==> config.mk <==
export PLATFORM = sky130hd
export DESIGN_NAME = alu_bist_seq
export DESIGN_NICKNAME = d
export VERILOG_FILES = /design/src/rtl/alu_bist_seq.sv
export SDC_FILE = /design/constraint.sdc
export NUM_CORES = 1
export LEC_CHECK = 0
export BUFFER_PORTS_ARGS = -buffer_cell sky130_fd_sc_hd__buf_4
export CORE_ASPECT_RATIO = 0.5
export CORE_UTILIZATION = 25
export DETAILED_ROUTE_END_ITERATION = 10
export HOLD_SLACK_MARGIN = 0.06
export PLACE_DENSITY = 0.5
export SKIP_LAST_GASP = 1
export SYNTH_ARGS = -nofsm -noshare
export SYNTH_HDL_FRONTEND = slang
export SYNTH_SLANG_ARGS = --single-unit
==> constraint.sdc <==
create_clock -name clk -period 7.2 [get_ports clk]
set_input_delay 1.44 -clock clk [delete_from_list [all_inputs] [get_ports clk]]
set_output_delay 1.44 -clock clk [all_outputs]
set_load 0.1 [all_outputs]
==> src/rtl/alu_bist_seq.sv <==
// Self-test sequencer for the 3-bit sign-magnitude add_sub unit: sweeps all
// operand pairs for A+B and A-B, checks each result and streams one record per vector.
module alu_bist_seq #(
   parameter int unsigned SETTLE = 1
) (
   input  logic        clk,
   input  logic        rst_n,
   input  logic        start,
   output logic        busy,
   output logic        done,
   output logic        pass,
   output logic [6:0]  err_count,
   output logic        op_o,
   output logic [2:0]  a_o,
   output logic [2:0]  b_o,
   input  logic [3:0]  r_i,
   input  logic        sf_i,
   input  logic        zf_i,
   input  logic        dzf_i,
   output logic        rec_valid,
   input  logic        rec_ready,
   output logic [14:0] rec_data
);

   typedef enum logic [1:0] {S_IDLE, S_DRIVE, S_EMIT, S_DONE} state_t;

   localparam logic [3:0] SETTLE_LAST = 4'(SETTLE - 1);
   localparam logic [2:0] IDX_LAST    = 3'd6;

   state_t       state_q, state_d;
   logic         op_q, op_d;
   logic [2:0]   ia_q, ia_d, ib_q, ib_d;
   logic [2:0]   a_q, a_d, b_q, b_d;
   logic [3:0]   settle_q, settle_d;
   logic [6:0]   err_q, err_d;
   logic [14:0]  rec_q, rec_d;

   logic         start_acc, sample, xfer, last_vec;
   logic         nxt_op;
   logic [2:0]   nxt_ia, nxt_ib;
   logic signed [4:0] va, vb, s;
   logic [2:0]   s_mag;
   logic [3:0]   r_exp;
   logic         mismatch;

   // Index 0..6 maps to value -3..+3; negative zero is never produced.
   function automatic logic [2:0] enc(input logic [2:0] idx);
      if (idx < 3'd3) begin
         enc = {1'b1, 2'(3'd3 - idx)};
      end else begin
         enc = {1'b0, 2'(idx - 3'd3)};
      end
   endfunction

   assign start_acc = start && ((state_q == S_IDLE) || (state_q == S_DONE));
   assign sample    = (state_q == S_DRIVE) && (settle_q == SETTLE_LAST);
   assign xfer      = (state_q == S_EMIT) && rec_ready;
   assign last_vec  = op_q && (ia_q == IDX_LAST) && (ib_q == IDX_LAST);

   always_comb begin
      nxt_op = op_q;
      nxt_ia = ia_q;
      nxt_ib = ib_q + 3'd1;
      if (ib_q == IDX_LAST) begin
         nxt_ib = 3'd0;
         nxt_ia = ia_q + 3'd1;
         if (ia_q == IDX_LAST) begin
            nxt_ia = 3'd0;
            nxt_op = 1'b1;
         end
      end
   end

   always_comb begin
      va       = $signed({2'b00, ia_q}) - 5'sd3;
      vb       = $signed({2'b00, ib_q}) - 5'sd3;
      s        = op_q ? (va - vb) : (va + vb);
      s_mag    = s[4] ? 3'(-s) : s[2:0];
      r_exp    = {s[4], s_mag};
      mismatch = (r_i != r_exp) || (sf_i != s[4]) ||
                 (zf_i != (s == 5'sd0)) || dzf_i;
   end

   always_ff @(posedge clk or negedge rst_n) begin
      if (!rst_n) begin
         state_q  <= S_IDLE;
         op_q     <= 1'b0;
         ia_q     <= 3'd0;
         ib_q     <= 3'd0;
         a_q      <= 3'd0;
         b_q      <= 3'd0;
         settle_q <= 4'd0;
         err_q    <= 7'd0;
         rec_q    <= 15'd0;
      end else begin
         state_q  <= state_d;
         op_q     <= op_d;
         ia_q     <= ia_d;
         ib_q     <= ib_d;
         a_q      <= a_d;
         b_q      <= b_d;
         settle_q <= settle_d;
         err_q    <= err_d;
         rec_q    <= rec_d;
      end
   end

   always_comb begin
      state_d = state_q;
      unique case (state_q)
         S_IDLE, S_DONE: if (start_acc) state_d = S_DRIVE;
         S_DRIVE:        if (sample)    state_d = S_EMIT;
         S_EMIT:         if (xfer)      state_d = last_vec ? S_DONE : S_DRIVE;
         default:                       state_d = S_IDLE;
      endcase
   end

   // Operands only move on DRIVE entry, so they stay put through EMIT and DONE.
   always_comb begin
      op_d     = op_q;
      ia_d     = ia_q;
      ib_d     = ib_q;
      a_d      = a_q;
      b_d      = b_q;
      settle_d = settle_q;
      err_d    = err_q;
      rec_d    = rec_q;
      if (start_acc) begin
         op_d     = 1'b0;
         ia_d     = 3'd0;
         ib_d     = 3'd0;
         a_d      = enc(3'd0);
         b_d      = enc(3'd0);
         settle_d = 4'd0;
         err_d    = 7'd0;
      end else if (state_q == S_DRIVE) begin
         if (sample) begin
            rec_d = {mismatch, op_q, a_q, b_q, r_i, sf_i, zf_i, dzf_i};
            if (mismatch && (err_q != 7'h7f)) err_d = err_q + 7'd1;
         end else begin
            settle_d = settle_q + 4'd1;
         end
      end else if (xfer && !last_vec) begin
         op_d     = nxt_op;
         ia_d     = nxt_ia;
         ib_d     = nxt_ib;
         a_d      = enc(nxt_ia);
         b_d      = enc(nxt_ib);
         settle_d = 4'd0;
      end
   end

   always_comb begin
      busy      = (state_q == S_DRIVE) || (state_q == S_EMIT);
      done      = (state_q == S_DONE);
      pass      = (state_q == S_DONE) && (err_q == 7'd0);
      rec_valid = (state_q == S_EMIT);
   end

   assign err_count = err_q;
   assign op_o      = op_q;
   assign a_o       = a_q;
   assign b_o       = b_q;
   assign rec_data  = rec_q;

endmodule

==> results.rst <==
.. list-table::
   :header-rows: 1

   * - Metric
     - Value
   * - Core box area
     - 10250 um2
   * - Layout Skew
     - 0.006472 ns
   * - Largest net degree at the start of global routing
     - 42
   * - Via total after detailed routing
     - roughly 2.0k
   * - Count of cells along the worst register-to-register path
     - 11
   * - DR pass1 iterations
     - 7
   * - Clock latency on the worst-skew pair
     - roughly 0.28 ns
   * - Proportion of layout cells with a drive suffix above 1
     - between 20% and 30%
   * - Yosys Warn Count
     - 0
   * - Share of the cycle needed by the critical path after routing
     - between 50% and 60%
   * - Congestion Overflow GR
     - 0
   * - Floorplan row count
     - 26
   * - Count of H-tree levels built during CTS
     - 2
   * - RD Place Congestion
     - 0.7326
   * - Cell Area, Synth
     - 2639 um2
   * - Syn Area/Cell
     - around 9.9 um2
   * - Most frequent cell after synthesis
     - sky130_fd_sc_hd__dfrtp_1
   * - Max stage delay on crit path
     - 0.57 ns
   * - Share of async-settable or async-resettable flops after synthesis
     - 100.0%
   * - Maximum fanout along the worst path
     - 10
   * - Die W
     - around 150 um
   * - Path class of the lowest-slack min-delay path
     - reg -> reg
   * - Yosys cell types
     - 48
   * - Count of routing violations after the opening detailed-route iteration
     - between 100 and 150
   * - Post-route ant nets
     - 0
   * - Number of standard cells after synthesis
     - ~270
   * - CP max-delay cell
     - sky130_fd_sc_hd__fa_1
   * - Count of final hold-check violations
     - 0
   * - Dominant register cell in the synthesized netlist
     - sky130_fd_sc_hd__dfrtp_1
   * - Proportion of netlist area held by the largest area contributor
     - 38.88%
   * - Top achievable clock speed
     - ~0.27 GHz
   * - Category of the worst setup path capture point
     - register
   * - Cells resized by post-CTS repair
     - 0
   * - Worst-path cell chain
     - inv_1 -> ha_1 -> xor2_1 -> fa_1 -> inv_1 -> ha_1 -> or3b_2 -> a41oi_1 -> and4bb_4 -> a21boi_4 -> mux2i_1
   * - Wire length of the first global-routing pass
     - about 9.4 mm
   * - Cell accounting for the most synthesized area
     - sky130_fd_sc_hd__dfrtp_1
   * - Category of the most critical setup path
     - reg -> reg
   * - WP data required
     - 7.40 ns
   * - Minimum period implied by the final worst setup slack
     - roughly 3.7 ns
   * - Count of pins on the block boundary
     - 44
   * - Inserted Clock Buffers
     - 5
   * - Root Buffer
     - sky130_fd_sc_hd__clkbuf_16
   * - Global-route total usage across every layer
     - between 10% and 20%
   * - # Max-Cap Violations
     - 0
   * - Worst max-slew margin expressed relative to the limit
     - between 40% and 50%
   * - Vias in the first global route
     - 1964
   * - Hold buffer count at cts
     - 0
   * - Final max-slew violation count
     - 0
   * - Final TNS setup
     - 0 ns
   * - Number of buffers added for setup after CTS
     - 0
   * - Outcome
     - finished with violations
   * - TritonCTS clock tree
     - yes
   * - RSZ-0062 raised after global routing
     - false
   * - Die Span Y
     - between 70 and 80 um
   * - Clock input transition at the sequential cells of the worst setup and hold paths
     - 0.06 ns
   * - Worst Path Arrival
     - approximately 3.9 ns
   * - Sequential fraction of the synthesis area
     - 38.88%
   * - Largest cells by area after synthesis
     - sky130_fd_sc_hd__dfrtp_1 39%, sky130_fd_sc_hd__ha_1 8.1%, sky130_fd_sc_hd__mux2_2 6.0%
   * - Die Outline Area
     - 10990 um2
   * - Clock net sink count
     - about 40
   * - Starting density of the core
     - between 20% and 30%
   * - Most numerous cell types in the synthesized netlist
     - 41 x sky130_fd_sc_hd__dfrtp_1, 29 x sky130_fd_sc_hd__nand2_1, 17 x sky130_fd_sc_hd__ha_1, 17 x sky130_fd_sc_hd__nor2_1, 16 x sky130_fd_sc_hd__inv_1
   * - Half-perimeter wire length of the detailed placement result
     - 4.309 mm
   * - Total setup violations reported at the end of the flow
     - 0
   * - Number of nets in the final layout
     - 338
   * - Number of inserted diodes
     - 0
   * - Post-synthesis register bit count
     - 41
   * - Measured slew at the worst slew-check pin
     - a little under 0.9 ns
   * - Area growth from synthesis to layout
     - 23.19%
   * - Fill cell count
     - about 1.0k
   * - Failing checks
     - design-rule violations
   * - Critical Path Source Type
     - register
   * - Routed length per placed instance
     - 12.92 um
   * - Count of cells along the worst hold path
     - 1
   * - Number of buffers between clock root and the deepest sink
     - 2
   * - Number of input and output port buffers inserted
     - 43
   * - Number of nets produced by synthesis
     - just under 300
   * - DRC violations left
     - 2
   * - Number of vias per cell
     - 4.508
   * - Number of flops mapped to enable cells by yosys
     - 0
   * - Overall routed net length
     - slightly below 6 mm
   * - Initial antenna violation count
     - 0
[cell type report]
type,count,area [um2],share of cell area [%]
sequential,41,1026,31.56
multi-input combinational,201,1499,46.11
timing repair buffer,44,330.3,10.16
clock buffer,5,125.1,3.849
inverter,16,60.06,1.848
clock inverter,2,35.03,1.078
tap,140,175.2,5.389
[flip-flops by register name (all words and copies together) (netlist names)]
name       flops
settle_q       4
ib_q           3
b_o            3
op_o           1
rec_data      15
ia_q           3
a_o            3
state_q        2
err_count      7
[through the flow]
stage	hold slack [ns]	setup WS [ns]	cells	instance area, um2	utilization, %
after floorplan	0.5057	1.575	266	2639	-
after global placement	0.4700	3.714	442	3090	30.16
after detailed placement	0.4952	3.547	442	3090	30.16
after CTS	0.5087	3.528	449	3251	31.72
after global routing	0.5289	3.307	449	3251	31.72
final	0.5044	3.513	449	3251	31.72
[cells by family (layout without fill, tap and decap cells)]
group / count (synthesis) / in the layout / share of synthesized area [%]
xor gates and xnor gates: 15 / 15 / 6.116
DFF: 41 / 41 / 38.88
buffers and inverters: 24 / 67 / 4.314
adders and majority gates: 18 / 18 / 8.819
muxes: 23 / 23 / 9.388
AOI/OAI and AO/OA: 53 / 53 / 14.42
and+or+nand+nor: 92 / 92 / 18.07
[critical path, delay by kind of cell, from the launching register on]
family / cells / cell delay, ns
adders and majority gates: 3 / 1.30
muxes: 1 / 0.22
xor gates and xnor gates: 1 / 0.23
buffers and inverters: 2 / 0.23
and+or+nand+nor: 2 / 0.76
DFF: 1 / 0.50
AOI/OAI and AO/OA: 2 / 0.37
[layer usage]
layer  wire (um)  up-vias  global-route usage (%)
met1        2939      988                   14.58
li1            -     1016                       -
met5           0        -                       0
met3         155        5                   1.879
met4          64        0                   3.780
met2        2642       15                   17.61
[placed cells by master, fill, tap and decap left out, types with 2 or more instances in the layout]
cell / n
sky130_fd_sc_hd__a21o_1: 4
sky130_fd_sc_hd__xnor2_1: 7
sky130_fd_sc_hd__mux2_2: 14
sky130_fd_sc_hd__a21boi_0: 2
sky130_fd_sc_hd__and3_1: 2
sky130_fd_sc_hd__xor2_1: 6
sky130_fd_sc_hd__o22a_1: 3
sky130_fd_sc_hd__nor2b_1: 2
sky130_fd_sc_hd__nand3b_1: 2
sky130_fd_sc_hd__a22o_1: 2
sky130_fd_sc_hd__dfrtp_1: 41
sky130_fd_sc_hd__inv_1: 16
sky130_fd_sc_hd__mux2i_1: 9
sky130_fd_sc_hd__nand4_1: 6
sky130_fd_sc_hd__o21ai_0: 15
sky130_fd_sc_hd__a21oi_1: 15
sky130_fd_sc_hd__nor2_1: 17
sky130_fd_sc_hd__nor3_1: 3
sky130_fd_sc_hd__and2_1: 6
sky130_fd_sc_hd__nand2b_1: 7
sky130_fd_sc_hd__nand2_1: 29
sky130_fd_sc_hd__nor3b_1: 4
sky130_fd_sc_hd__clkbuf_16: 5
sky130_fd_sc_hd__and3b_1: 2
sky130_fd_sc_hd__nand3_1: 6
sky130_fd_sc_hd__ha_1: 17
sky130_fd_sc_hd__or3b_2: 2
sky130_fd_sc_hd__buf_4: 44
[final timing paths]
check	to	slack, ns	from
max	err_count[1]	3.51	ib_q[0]
min	rec_data[11]	0.50	rec_data[11]
max reg2reg	err_count[1]	3.51	ib_q[0]
min reg2reg	rec_data[11]	0.50	rec_data[11]
max in group asynchronous	rec_data[6]	5.68	rst_n
min in group asynchronous	rec_data[8]	1.14	rst_n
Power is not shown: default switching activity piles up to over one toggle a cycle in this logic, so the estimate is an artifact.
